### src/rtl/uart_rx_cfg.sv
// Configurable UART receiver: 5..9 data bits, optional odd/even parity, 1 or 2 stop bits.
// Latency: word, flags and rx_valid update one clock after the last stop-bit sample.
// Backpressure: one holding register. A frame that completes while the word is unaccepted is dropped and pulses overrun.
// Ports: clk/rstn (async active-low); uart_rxd serial in (idle high);
//        rx_data/rx_valid/parity_err/frame_err held word + flags; rx_ready consumer accept; overrun drop pulse.
module uart_rx_cfg #(
    parameter int CLK_FREQ  = 50000000,
    parameter int UART_BPS  = 115200,
    parameter int DATA_BITS = 8,
    parameter int PARITY    = 0,
    parameter int STOP_BITS = 1
) (
    input  logic                 clk,
    input  logic                 rstn,
    input  logic                 uart_rxd,
    output logic [DATA_BITS-1:0] rx_data,
    output logic                 rx_valid,
    input  logic                 rx_ready,
    output logic                 parity_err,
    output logic                 frame_err,
    output logic                 overrun
);

    localparam int BPS_CNT = CLK_FREQ / UART_BPS;
    localparam int CNT_W   = (BPS_CNT > 1) ? $clog2(BPS_CNT) : 1;
    localparam logic [CNT_W-1:0] CNT_HALF  = CNT_W'(BPS_CNT / 2);
    localparam logic [CNT_W-1:0] CNT_LAST  = CNT_W'(BPS_CNT - 1);
    localparam logic [3:0]       DATA_LAST = 4'(DATA_BITS - 1);
    localparam logic [3:0]       STOP_LAST = 4'(STOP_BITS - 1);

    typedef enum logic [2:0] {
        S_IDLE   = 3'd0,
        S_START  = 3'd1,
        S_DATA   = 3'd2,
        S_PARITY = 3'd3,
        S_STOP   = 3'd4
    } state_t;

    state_t               state;
    state_t               state_nxt;
    logic [CNT_W-1:0]     cnt;
    logic [3:0]           bit_idx;
    logic [DATA_BITS-1:0] shift_reg;
    logic                 rxd_s1;
    logic                 rxd_s2;
    logic                 rxd_prev;
    logic [1:0]           warm;
    logic                 armed;
    logic                 par_pend;
    logic                 frm_pend;

    // FSM outputs
    logic cnt_clr;
    logic shift_en;
    logic par_en;
    logic stop_en;
    logic done;

    logic fall_edge;
    logic half_tick;
    logic bit_tick;
    logic exp_par;
    logic frm_now;

    // Two-stage synchroniser plus edge-history flop.
    // The flops come out of reset at 1, which would fake a falling edge if the line is
    // low at release (reset mid-frame). 'armed' only rises once the real line has been
    // observed high after the pipeline refilled, so the first frame needs a genuine edge.
    always_ff @(posedge clk or negedge rstn) begin
        if (!rstn) begin
            rxd_s1   <= 1'b1;
            rxd_s2   <= 1'b1;
            rxd_prev <= 1'b1;
            warm     <= 2'd0;
            armed    <= 1'b0;
        end else begin
            rxd_s1   <= uart_rxd;
            rxd_s2   <= rxd_s1;
            rxd_prev <= rxd_s2;
            if (warm != 2'd2) warm <= warm + 2'd1;
            armed    <= armed | ((warm == 2'd2) & rxd_s2);
        end
    end

    assign fall_edge = armed & rxd_prev & ~rxd_s2;
    assign half_tick = (cnt == CNT_HALF);
    assign bit_tick  = (cnt == CNT_LAST);

    // State register
    always_ff @(posedge clk or negedge rstn) begin
        if (!rstn) state <= S_IDLE;
        else       state <= state_nxt;
    end

    // Next-state logic
    always_comb begin
        state_nxt = state;
        case (state)
            S_IDLE:   if (fall_edge) state_nxt = S_START;
            S_START:  if (half_tick) state_nxt = rxd_s2 ? S_IDLE : S_DATA;
            S_DATA:   if (bit_tick && bit_idx == DATA_LAST)
                          state_nxt = (PARITY != 0) ? S_PARITY : S_STOP;
            S_PARITY: if (bit_tick) state_nxt = S_STOP;
            S_STOP:   if (bit_tick && bit_idx == STOP_LAST) state_nxt = S_IDLE;
            default:  state_nxt = S_IDLE;
        endcase
    end

    // Output decode: bit-sample strobes and counter control
    always_comb begin
        cnt_clr  = 1'b0;
        shift_en = 1'b0;
        par_en   = 1'b0;
        stop_en  = 1'b0;
        done     = 1'b0;
        case (state)
            S_IDLE:   cnt_clr = 1'b1;
            S_START:  cnt_clr = half_tick;
            S_DATA: begin
                cnt_clr  = bit_tick;
                shift_en = bit_tick;
            end
            S_PARITY: begin
                cnt_clr = bit_tick;
                par_en  = bit_tick;
            end
            S_STOP: begin
                cnt_clr = bit_tick;
                stop_en = bit_tick;
                done    = bit_tick && (bit_idx == STOP_LAST);
            end
            default:  cnt_clr = 1'b1;
        endcase
    end

    // Bit-period counter; restarting it at the start-bit midpoint aligns later samples mid-bit.
    always_ff @(posedge clk or negedge rstn) begin
        if (!rstn)        cnt <= '0;
        else if (cnt_clr) cnt <= '0;
        else              cnt <= cnt + 1'b1;
    end

    // Bit index is shared between data bits and stop bits.
    always_ff @(posedge clk or negedge rstn) begin
        if (!rstn) begin
            bit_idx <= 4'd0;
        end else if (state == S_IDLE || state == S_START) begin
            bit_idx <= 4'd0;
        end else if (shift_en && bit_idx == DATA_LAST) begin
            bit_idx <= 4'd0;
        end else if (shift_en || stop_en) begin
            bit_idx <= bit_idx + 4'd1;
        end
    end

    // LSB arrives first, so shifting right leaves it at bit 0 after the last data bit.
    always_ff @(posedge clk or negedge rstn) begin
        if (!rstn)         shift_reg <= '0;
        else if (shift_en) shift_reg <= {rxd_s2, shift_reg[DATA_BITS-1:1]};
    end

    assign exp_par = (PARITY == 1) ? ~(^shift_reg) : (^shift_reg);
    // The final stop sample is seen on the completion cycle itself, before frm_pend can record it.
    assign frm_now = frm_pend | (stop_en & ~rxd_s2);

    always_ff @(posedge clk or negedge rstn) begin
        if (!rstn) begin
            par_pend <= 1'b0;
            frm_pend <= 1'b0;
        end else if (state == S_START) begin
            par_pend <= 1'b0;
            frm_pend <= 1'b0;
        end else begin
            if (par_en && (rxd_s2 != exp_par)) par_pend <= 1'b1;
            if (stop_en && !rxd_s2)            frm_pend <= 1'b1;
        end
    end

    // Holding register. A new word loads when the slot is empty or is being accepted
    // this same cycle; otherwise it is dropped and the old word stays intact.
    always_ff @(posedge clk or negedge rstn) begin
        if (!rstn) begin
            rx_data    <= '0;
            rx_valid   <= 1'b0;
            parity_err <= 1'b0;
            frame_err  <= 1'b0;
            overrun    <= 1'b0;
        end else begin
            overrun <= 1'b0;
            if (done) begin
                if (!rx_valid || rx_ready) begin
                    rx_data    <= shift_reg;
                    parity_err <= par_pend;
                    frame_err  <= frm_now;
                    rx_valid   <= 1'b1;
                end else begin
                    overrun <= 1'b1;
                end
            end else if (rx_valid && rx_ready) begin
                rx_valid <= 1'b0;
            end
        end
    end

endmodule

### config.mk
export PLATFORM = sky130hd
export DESIGN_NAME = uart_rx_cfg
export DESIGN_NICKNAME = d
export VERILOG_FILES = /design/src/rtl/uart_rx_cfg.sv
export SDC_FILE = /design/constraint.sdc
export NUM_CORES = 1
export LEC_CHECK = 0
export ABC_AREA = 1
export BUFFER_PORTS_ARGS = -buffer_cell sky130_fd_sc_hd__buf_2
export CORE_UTILIZATION = 60
export DETAILED_ROUTE_END_ITERATION = 10
export HOLD_SLACK_MARGIN = 0.1
export PLACE_DENSITY_LB_ADDON = 0.12
export RECOVER_POWER = 50
export SYNTH_ARGS = -nofsm -noshare
export SYNTH_HDL_FRONTEND = slang
export SYNTH_SLANG_ARGS = --single-unit
export TNS_END_PERCENT = 20
### constraint.sdc
create_clock -name clk -period 2.7 [get_ports clk]
set_clock_uncertainty 0.15 [all_clocks]
set_input_delay 0 -clock clk [delete_from_list [all_inputs] [get_ports clk]]
set_output_delay 0 -clock clk [all_outputs]
set_load 0.02 [all_outputs]
==> results.json, run 1 <==
{
  "status": "completed",
  "die_area_mm2": 0.00383,
  "place_congestion": 0.852,
  "grt.busiest_layer": "met2",
  "synth_nets": 264,
  "die_w_um": 61.9,
  "cts_tree": "built",
  "period_share_pct": 78.3,
  "ant_nets": 0,
  "post-route-min-period_ps": 2110,
  "io_buffer_count": 15,
  "largest_reg_flops": 9,
  "clk_pin_slew_ps": 140,
  "design.core.area_mm2": 0.00339,
  "fp.dieH_um": 61.9,
  "numCtsBuffers": 5,
  "synth.avg_cell_area_um2": 8.44,
  "fmax_ghz": 0.473,
  "irDropWorstVdd_mv": 0.464,
  "max_stage_delay_ps": 420,
  "grt_usage_pct": 21.8,
  "critPathLaunchType": "flop",
  "finalWirelength_mm": 3.63,
  "synth_area_mm2": 0.00215,
  "fp-row-count": 21,
  "diodes": 0,
  "p_seq_share_pct": 48.6,
  "drc": 0,
  "path_cells": "inv_1 > ha_1 > nand2_1 > nor3_2 > nand2_4 > nor2_4 > nand3_2 > nand2_1 > o21ai_2",
  "area_delta_synth_final_pct": 9.30,
  "post-place-ws_ps": 590,
  "crit_family": "simple AND/OR/NAND/NOR gates",
  "grt_max_degree": 45,
  "p_sw_w": 0.000548,
  "met2_usage_pct": 35.6,
  "synth_top_area_share_pct": 47.6,
  "clock-sinks": 44,
  "yosys-top-cells-area": "dfrtp_1 48%, nand2_1 14%, inv_1 6.3%",
  "syn_inst": 255,
  "met1_usage_pct": 29.2,
  "synth_seq_cells": 44,
  "setup_viol": 0,
  "whs_ps": 134,
  "reg2reg_from": "cnt[1]",
  "leakage_nw": 1.18,
  "antenna_found_initial": 0,
  "rsz0062_at_grt": "false",
  "grt_pass1_vias": 1455,
  "p_int_w": 0.00104,
  "cts.htree.levels": 2,
  "cts_buffer_depth": 2,
  "final_hold_viol_count": 0,
  "crit_required_ps": 2800,
  "num-nets-final": 286,
  "rrSetupSlack_ps": 590,
  "ctsResizeCount": 0,
  "clkPwrFrac_pct": 25.7,
  "slowest_stage": "dfrtp_1",
  "crit_arrival_ps": 2210,
  "fin_ws_ps": 586,
  "first_pass_iters": 4,
  "crit_buf_inv": 1,
  "crit_end": "rx_data[1]",
  "synthDistinctLibCells": 28,
  "critical_path_class": "flop to flop",
  "yosysTopAreaCell": "dfrtp_1",
  "met3_usage_pct": 4.55,
  "crit_path_end_kind": "flop",
  "via_count": 1651,
  "cp.depth": 9,
  "viasPerCell": 5.10,
  "clkLatencyLatePin_ps": 350,
  "synth_warnings": 0,
  "wl_per_cell_um": 11.2,
  "relSlewSlack_pct": 30.5,
  "maxSlewViolCount": 0,
  "timing.rr.end": "rx_data[1]",
  "holdCritPathClass": "input port to flop",
  "cp_common_cell": "nand2_1",
  "worst_pin_slew_ps": 1040,
  "grt_pass1_wl_mm": 6.08,
  "combPwrFrac_pct": 25.7,
  "grt-ovfl-total": 0,
  "cp-startpoint": "cnt[1]",
  "layout-drive-gt1-share_pct": 11.2,
  "start_util_pct": 63.5,
  "place_hpwl_mm": 2.56,
  "drv_cap": 0,
  "crit_fanout": 20,
  "r2r_cells": 9,
  "drt-initial-drc-count": 82,
  "cts-root-buf": "clkbuf_4",
  "p_sw_share_pct": 34.5,
  "final.setup.tns_ps": 0,
  "p_per_area_mw_per_mm2": 675,
  "seq_area_frac_synth_pct": 51.3,
  "io_pins": 16
}
==> cells in the final DEF, fill, tap and decap left out, types with 2 or more instances in the layout <==
cell,Yosys,routed
clkbuf_4,0,5
nand4_1,4,4
ha_1,5,5
nor2_1,19,19
buf_2,1,2
nand3_1,9,9
nor3b_1,2,2
dlygate4sd3_1,0,3
o21ai_0,13,13
nand3_2,2,2
o21ai_2,10,10
a31oi_1,2,2
nor2_4,2,2
o21ai_1,4,4
clkbuf_1,0,12
a21oi_1,7,7
dfstp_2,3,2
nand2_1,78,78
dfrtp_1,41,41
nor3_1,6,6
inv_1,36,36
==> cell usage after synthesis <==
cell type	count
a21oi_1	7
dfstp_2	3
nor3_4	1
buf_6	2
o31ai_1	1
xor2_1	1
nor3_2	1
nor2_1	19
ha_1	5
nor2_4	2
o21ai_0	13
nand3b_1	1
nand4_1	4
o21ai_2	10
nand3_1	9
o21ai_1	4
nor3_1	6
dfrtp_1	41
a31oi_1	2
nand2_4	1
nand2_1	78
nand3_2	2
xnor2_1	1
nor3b_1	2
buf_2	1
a21o_1	1
inv_1	36
inv_2	1
==> worst min path at each step <==
stage	from	to	slack, ps	cells past startpoint
2_1_floorplan	rstn	armed	-450	0
3_3_place_gp	uart_rxd	rxd_s1	-50	1
5_1_grt	uart_rxd	rxd_s1	130	2
4_1_cts	uart_rxd	rxd_s1	120	2
6_report	uart_rxd	rxd_s1	130	2
3_5_place_dp	uart_rxd	rxd_s1	-40	1
==> repair_timing <==
| action | CTS | global route |
|---|---|---|
| hold buffers | 3 | 0 |
| setup buffers | 0 | 0 |
| hold endpoints to repair | 44 | 0 |
==> cell families after synthesis <==
logic type,share of synthesized area [%]
flops,51.3
xor+xnor,0.814
buf+inv,7.73
simple gates,26.3
fa+ha+maj,2.91
compound gates,10.9
==> through the flow <==
step / instance area, um2 / utilization (%) / cells / total power [W]
floorplan: 2150 / - / 255 / 0.00109
detailed placement: 2260 / 66.6 / 313 / 0.00119
global route: 2350 / 69.4 / 324 / 0.00170
CTS: 2370 / 69.9 / 324 / 0.00160
global placement: 2260 / 66.6 / 313 / 0.00118
finish: 2350 / 69.4 / 324 / 0.00159
==> per-layer routing <==
metal | routed length, um | share of wire [%]
met5 | 0 | 0
met4 | 44 | 1.2
met2 | 1690 | 47
met1 | 1770 | 49
met3 | 119 | 3.3
==> power groups by stage <==
stage | clock network (W) | logic (W) | registers [W]
3_3_place_gp | 0 | 0.000398 | 0.000785
5_1_grt | 0.000439 | 0.000477 | 0.000782
3_5_place_dp | 0 | 0.000401 | 0.000786
6_report | 0.000409 | 0.000408 | 0.000772
4_1_cts | 0.000418 | 0.000410 | 0.000773
2_1_floorplan | 0 | 0.000315 | 0.000774
==> cell type report <==
cell class / instances / area (um2)
Sequential cell: 44 / 1100
Fill cell: 278 / 1040
Multi-Input combinational cell: 171 / 882
Inverter: 37 / 139
Timing Repair Buffer: 18 / 90.1
Tap cell: 46 / 57.6
Clock inverter: 3 / 42.5
Clock buffer: 5 / 37.5
No activity file was read; power rests on OpenSTA's default activity.
==> run 2: changes to the inputs <==
--- a/config.mk
+++ b/config.mk
@@ -7,7 +7,7 @@
 export LEC_CHECK = 0
 export ABC_AREA = 1
 export BUFFER_PORTS_ARGS = -buffer_cell sky130_fd_sc_hd__buf_2
-export CORE_UTILIZATION = 60
+export CORE_UTILIZATION = 59
 export DETAILED_ROUTE_END_ITERATION = 10
 export HOLD_SLACK_MARGIN = 0.1
 export PLACE_DENSITY_LB_ADDON = 0.12
==> constraint.sdc (replaced) <==
create_clock -name clk -period 2.12 [get_ports clk]
set_clock_uncertainty 0.15 [all_clocks]
set_input_delay 0 -clock clk [delete_from_list [all_inputs] [get_ports clk]]
set_output_delay 0 -clock clk [all_outputs]
set_load 0.02 [all_outputs]
==> run 2 against run 1 <==
Net effect: clock-buffer cell count is 1 higher; core utilization is 0.13 points lower; worst hold slack better by 2.4 ps; sequential share of layout area decreased by 0.27 points; largest power group unchanged; highest routed layer unchanged.
==> results.json, run 2 (synthesis results as in run 1) <==
{
  "status": "completed",
  "layout_commonest_cell": "nand2_1",
  "post_cts.repair.setup_buffers": 0,
  "start_util_pct": 63.0,
  "die_area_mm2": 0.00390,
  "num-nets-final": 291,
  "final_hold_viol_count": 0,
  "min_path_cells": 2,
  "critPathLaunchType": "input port",
  "viasPerCell": 5.12,
  "leakage_nw": 1.18,
  "post-route-min-period_ps": 1920,
  "grt_max_degree": 29,
  "period_share_pct": 90.7,
  "largest_reg_flops": 9,
  "critical_path_class": "input port to asynchronous set/reset pin",
  "grt_pass1_wl_mm": 6.80,
  "rsz0062_at_grt": "false",
  "drt-initial-drc-count": 92,
  "ant_nets": 0,
  "design.core.area_mm2": 0.00342,
  "cts_tree": "built",
  "crit_required_ps": 2380,
  "fp.dieH_um": 62.4,
  "crit_fanout": 16,
  "utilization_pct": 69.3,
  "crit_arrival_ps": 2190,
  "drc": 0,
  "clkLatencyLatePin_ps": 350,
  "clk_pin_slew_ps": 120,
  "maxSlewViolCount": 0,
  "numCtsBuffers": 5,
  "final.setup.tns_ps": 0,
  "fmax_ghz": 0.520,
  "min_from": "uart_rxd",
  "relSlewSlack_pct": 51.9,
  "antenna_found_initial": 0,
  "drv_cap": 0,
  "final_cell_mix": "78 x nand2_1, 41 x dfrtp_1, 36 x inv_1",
  "p_per_area_mw_per_mm2": 815,
  "io_pins": 16,
  "dp.cells": 316,
  "cts.htree.levels": 2,
  "fp-row-count": 21,
  "power.total_w": 0.00193,
  "area_delta_synth_final_pct": 9.94,
  "place_congestion": 0.813,
  "grt_pass1_vias": 1589,
  "diodes": 0,
  "first_pass_iters": 4,
  "grt-ovfl-total": 0,
  "timing.rr.end": "rx_data[7]",
  "finalWirelength_mm": 3.76,
  "reg2reg_from": "cnt[1]",
  "rrSetupSlack_ps": 220,
  "grt_usage_pct": 22.3,
  "irDropWorstVdd_mv": 0.467,
  "via_count": 1685,
  "wl_per_cell_um": 11.4,
  "cts-root-buf": "clkbuf_4",
  "layout-drive-gt1-share_pct": 11.7,
  "setup_viol": 0,
  "r2r_cells": 10,
  "cts_buffer_depth": 2,
  "holdPathEnd": "rxd_s1",
  "crit_path_end_kind": "asynchronous set/reset pin",
  "holdCritPathClass": "input port to flop",
  "layout.cells.non_filler": 329,
  "die_w_um": 62.4,
  "io_buffer_count": 15,
  "worst_pin_slew_ps": 719,
  "place_hpwl_mm": 2.73,
  "clock-sinks": 44
}
run 2: cell types whose count changed in the layout (fill, tap and decap cells not counted):
cell / delta
buf_2: +1
buf_4: +2
bufinv_16: -1
dlygate4sd3_1: +2
clkbuf_1: +1
run 2: repair_timing:
item | in CTS | in global routing
hold buffers | 5 | 0
endpoints found under the hold margin | 44 | 0
resized for setup | 0 | 0
run 2: report_power, final:
part           internal, W  switching [W]  total [W]
combinational     0.000187       0.000359   0.000547
sequential        0.000917      0.0000720   0.000989
clock             0.000128       0.000266   0.000394
run 2: cell type report:
cell class,instances,area [um2]
Sequential cell,44,1100
Tap cell,46,57.6
Multi-Input combinational cell,171,882
Clock inverter,2,12.5
Inverter,37,139
Fill cell,292,1050
Timing Repair Buffer,23,130
Clock buffer,6,41.3
run 2: how the worst max path moves through the flow:
stage / from / end / slack [ps] / depth (start not counted)
3_3_place_gp: cnt[1] / rx_data[3] / 310 / 10
6_report: rstn / cnt[1] / 200 / 4
5_1_grt: rstn / warm[0] / 20 / 4
3_5_place_dp: cnt[1] / rx_data[5] / 250 / 10
4_1_cts: rstn / cnt[1] / 140 / 4
2_1_floorplan: cnt[1] / rx_data[6] / 430 / 10
run 2: stage by stage:
| stage | area (um2) | hold slack [ps] | setup slack (ps) |
|---|---|---|---|
| floorplan | 2150 | -446 | 435 |
| global placement | 2280 | -217 | 309 |
| detailed placement | 2280 | -210 | 245 |
| CTS | 2380 | 124 | 139 |
| global route | 2370 | 101 | 20.8 |
| finish | 2370 | 136 | 197 |
run 2: critical path, cell delays in order:
cell and delay (ps):
dlygate4sd3_1 520, dlygate4sd3_1 540, buf_2 110, dlygate4sd3_1 1020
run 2: metal layers:
layer  global-route usage [%]  routed length (um)
met5                        0                   0
met4                     9.59                  95
met3                     5.66                 123
met2                     34.2                1700
met1                     30.0                1850
==> run 3: changes to the inputs <==
==> constraint.sdc (replaced) <==
create_clock -name clk -period 2.1 [get_ports clk]
set_clock_uncertainty 0.15 [all_clocks]
set_input_delay 0 -clock clk [delete_from_list [all_inputs] [get_ports clk]]
set_output_delay 0 -clock clk [all_outputs]
set_load 0.02 [all_outputs]
==> run 3 against run 2 <==
Net effect: setup slack improved by 22 ps; via count decreased by 1.8%; cell area grew 0.53%; register-to-register slack is essentially flat; critical path type is now flop to flop; largest cell class unchanged.
==> results.json, run 3 (synthesis results as in run 1) <==
{
  "crit_end": "frame_err",
  "final.setup.tns_ps": 0,
  "fmax_ghz": 0.532,
  "viasPerCell": 5.03,
  "setup_viol": 0,
  "rsz0062_at_grt": "false",
  "finalWirelength_mm": 3.72,
  "placed_area_mm2": 0.00228,
  "post-route-min-period_ps": 1880,
  "crit_required_ps": 2220,
  "grt-ovfl-total": 0,
  "maxSlewViolCount": 0,
  "layout_commonest_cell": "nand2_1",
  "area_delta_synth_final_pct": 10.5,
  "die_area_mm2": 0.00390,
  "timing.rr.end": "frame_err",
  "crit_arrival_ps": 2000,
  "rrSetupSlack_ps": 220,
  "clock-sinks": 44,
  "min_from": "rxd_s1",
  "clk_pin_slew_ps": 140,
  "place_congestion": 0.813,
  "slowest_stage": "dfrtp_1",
  "cts_tree": "built",
  "critical_path_class": "flop to flop",
  "via_count": 1655,
  "status": "completed",
  "layout-drive-gt1-share_pct": 12.0,
  "drc": 0,
  "cp.depth": 10,
  "cts-root-buf": "clkbuf_4",
  "relSlewSlack_pct": 57.6,
  "whs_ps": 223,
  "fp-row-count": 21,
  "dp.cells": 316,
  "numCtsBuffers": 5,
  "design.core.area_mm2": 0.00342,
  "cts_buffer_depth": 2,
  "crit_buf_inv": 2,
  "diodes": 0,
  "io_pins": 16,
  "multi_input_area_um2": 882,
  "period_share_pct": 89.6,
  "start_util_pct": 63.0,
  "r2r_cells": 10,
  "drv_cap": 0,
  "crit_fanout": 20,
  "final_cell_mix": "78 x nand2_1, 41 x dfrtp_1, 36 x inv_1",
  "clkLatencyLatePin_ps": 360,
  "antenna_found_initial": 0,
  "io_buffer_count": 15,
  "cts.htree.levels": 2,
  "path_cells": "inv_1 > ha_1 > nand2_1 > nor3_2 > nand2_4 > nor2_4 > nand3_2 > buf_4 > nand2_1 > o21ai_2",
  "grt_pass1_vias": 1622,
  "irDropWorstVdd_mv": 0.616,
  "first_pass_iters": 4,
  "crit_family": "simple AND/OR/NAND/NOR gates",
  "reg2reg_from": "cnt[1]",
  "cp_common_cell": "nand2_1",
  "crit_path_end_kind": "flop",
  "leakage_nw": 1.19,
  "holdCritPathClass": "flop to flop",
  "largest_reg_flops": 9,
  "p_per_area_mw_per_mm2": 833,
  "grt_pass1_wl_mm": 6.96,
  "critPathLaunchType": "flop",
  "design_area_mm2": 0.00238,
  "fp.dieH_um": 62.4,
  "layout.cells.non_filler": 329,
  "min_path_cells": 0,
  "drt-initial-drc-count": 88,
  "worst_pin_slew_ps": 637,
  "ant_nets": 0,
  "grt_usage_pct": 23.0,
  "final_hold_viol_count": 0,
  "ff_latch_area_mm2": 0.00110,
  "wl_per_cell_um": 11.3,
  "num-nets-final": 291,
  "place_hpwl_mm": 2.66,
  "ctsResizeCount": 0,
  "cp-startpoint": "cnt[1]",
  "die_w_um": 62.4,
  "max_stage_delay_ps": 430,
  "nFillCells": 289,
  "grt_max_degree": 28,
  "post_cts.repair.setup_buffers": 0
}
==> run 3: cell types whose count changed in the layout (fill, tap and decap cells not counted), sizes merged <==
cell      change
clkinvlp      +1
clkinv        -1
==> run 3: layout make-up <==
| class | count | share of cell area, % |
|---|---|---|
| Clock inverter | 2 | 0.631 |
| Sequential cell | 44 | 46.4 |
| Clock buffer | 6 | 2.16 |
| Multi-Input combinational cell | 171 | 37.1 |
| Timing Repair Buffer | 23 | 5.47 |
| Inverter | 37 | 5.84 |
| Tap cell | 46 | 2.42 |
==> run 3: metrics by stage <==
step,utilization [%],total power (W),setup slack [ps]
finish,69.7,0.00198,219
global route,69.7,0.00214,79.6
CTS,70.2,0.00200,53.1
detailed placement,66.8,0.00155,213
global placement,66.8,0.00154,287
floorplan,-,0.00140,415
==> run 3: what timing repair did <==
item,CTS,global route
hold endpoints to repair,44,1
hold buffers,5,1
endpoints found under the setup margin,0,17
==> run 3: worst reg2reg max path, cell delays in order, from the launching register on <==
cell and delay [ps]:
dfrtp_1 430, inv_1 70, ha_1 150, nand2_1 70
nor3_2 210, nand2_4 120, nor2_4 150, nand3_2 70
buf_4 220, nand2_1 110, o21ai_2 60
==> run 3: metal layers <==
metal  vias up  GRT usage, %  part of all wire [%]
met3         4          5.47                   3.6
met2        36          35.9                    46
li1        855             -                     -
met5         -             0                     0
met1       760          31.8                    49
met4         0          7.56                   1.0
==> run 3: power breakdown <==
| part | internal [W] | total [W] | switching (W) | leakage (nW) |
|---|---|---|---|---|
| sequential | 0.000925 | 0.000999 | 0.0000738 | 0.585 |
| combinational | 0.000187 | 0.000541 | 0.000354 | 0.570 |
| clock | 0.000163 | 0.000443 | 0.000280 | 0.0305 |
| total | 0.00127 | 0.00198 | 0.000708 | 1.19 |
==> run 3: worst min-delay path by stage <==
stage	end	slack, ps
after floorplan	armed	-450
after global placement	bit_idx[3]	-210
after detailed placement	bit_idx[3]	-200
after CTS	rxd_s1	110
after global routing	rxd_s2	230
final	rxd_s2	220
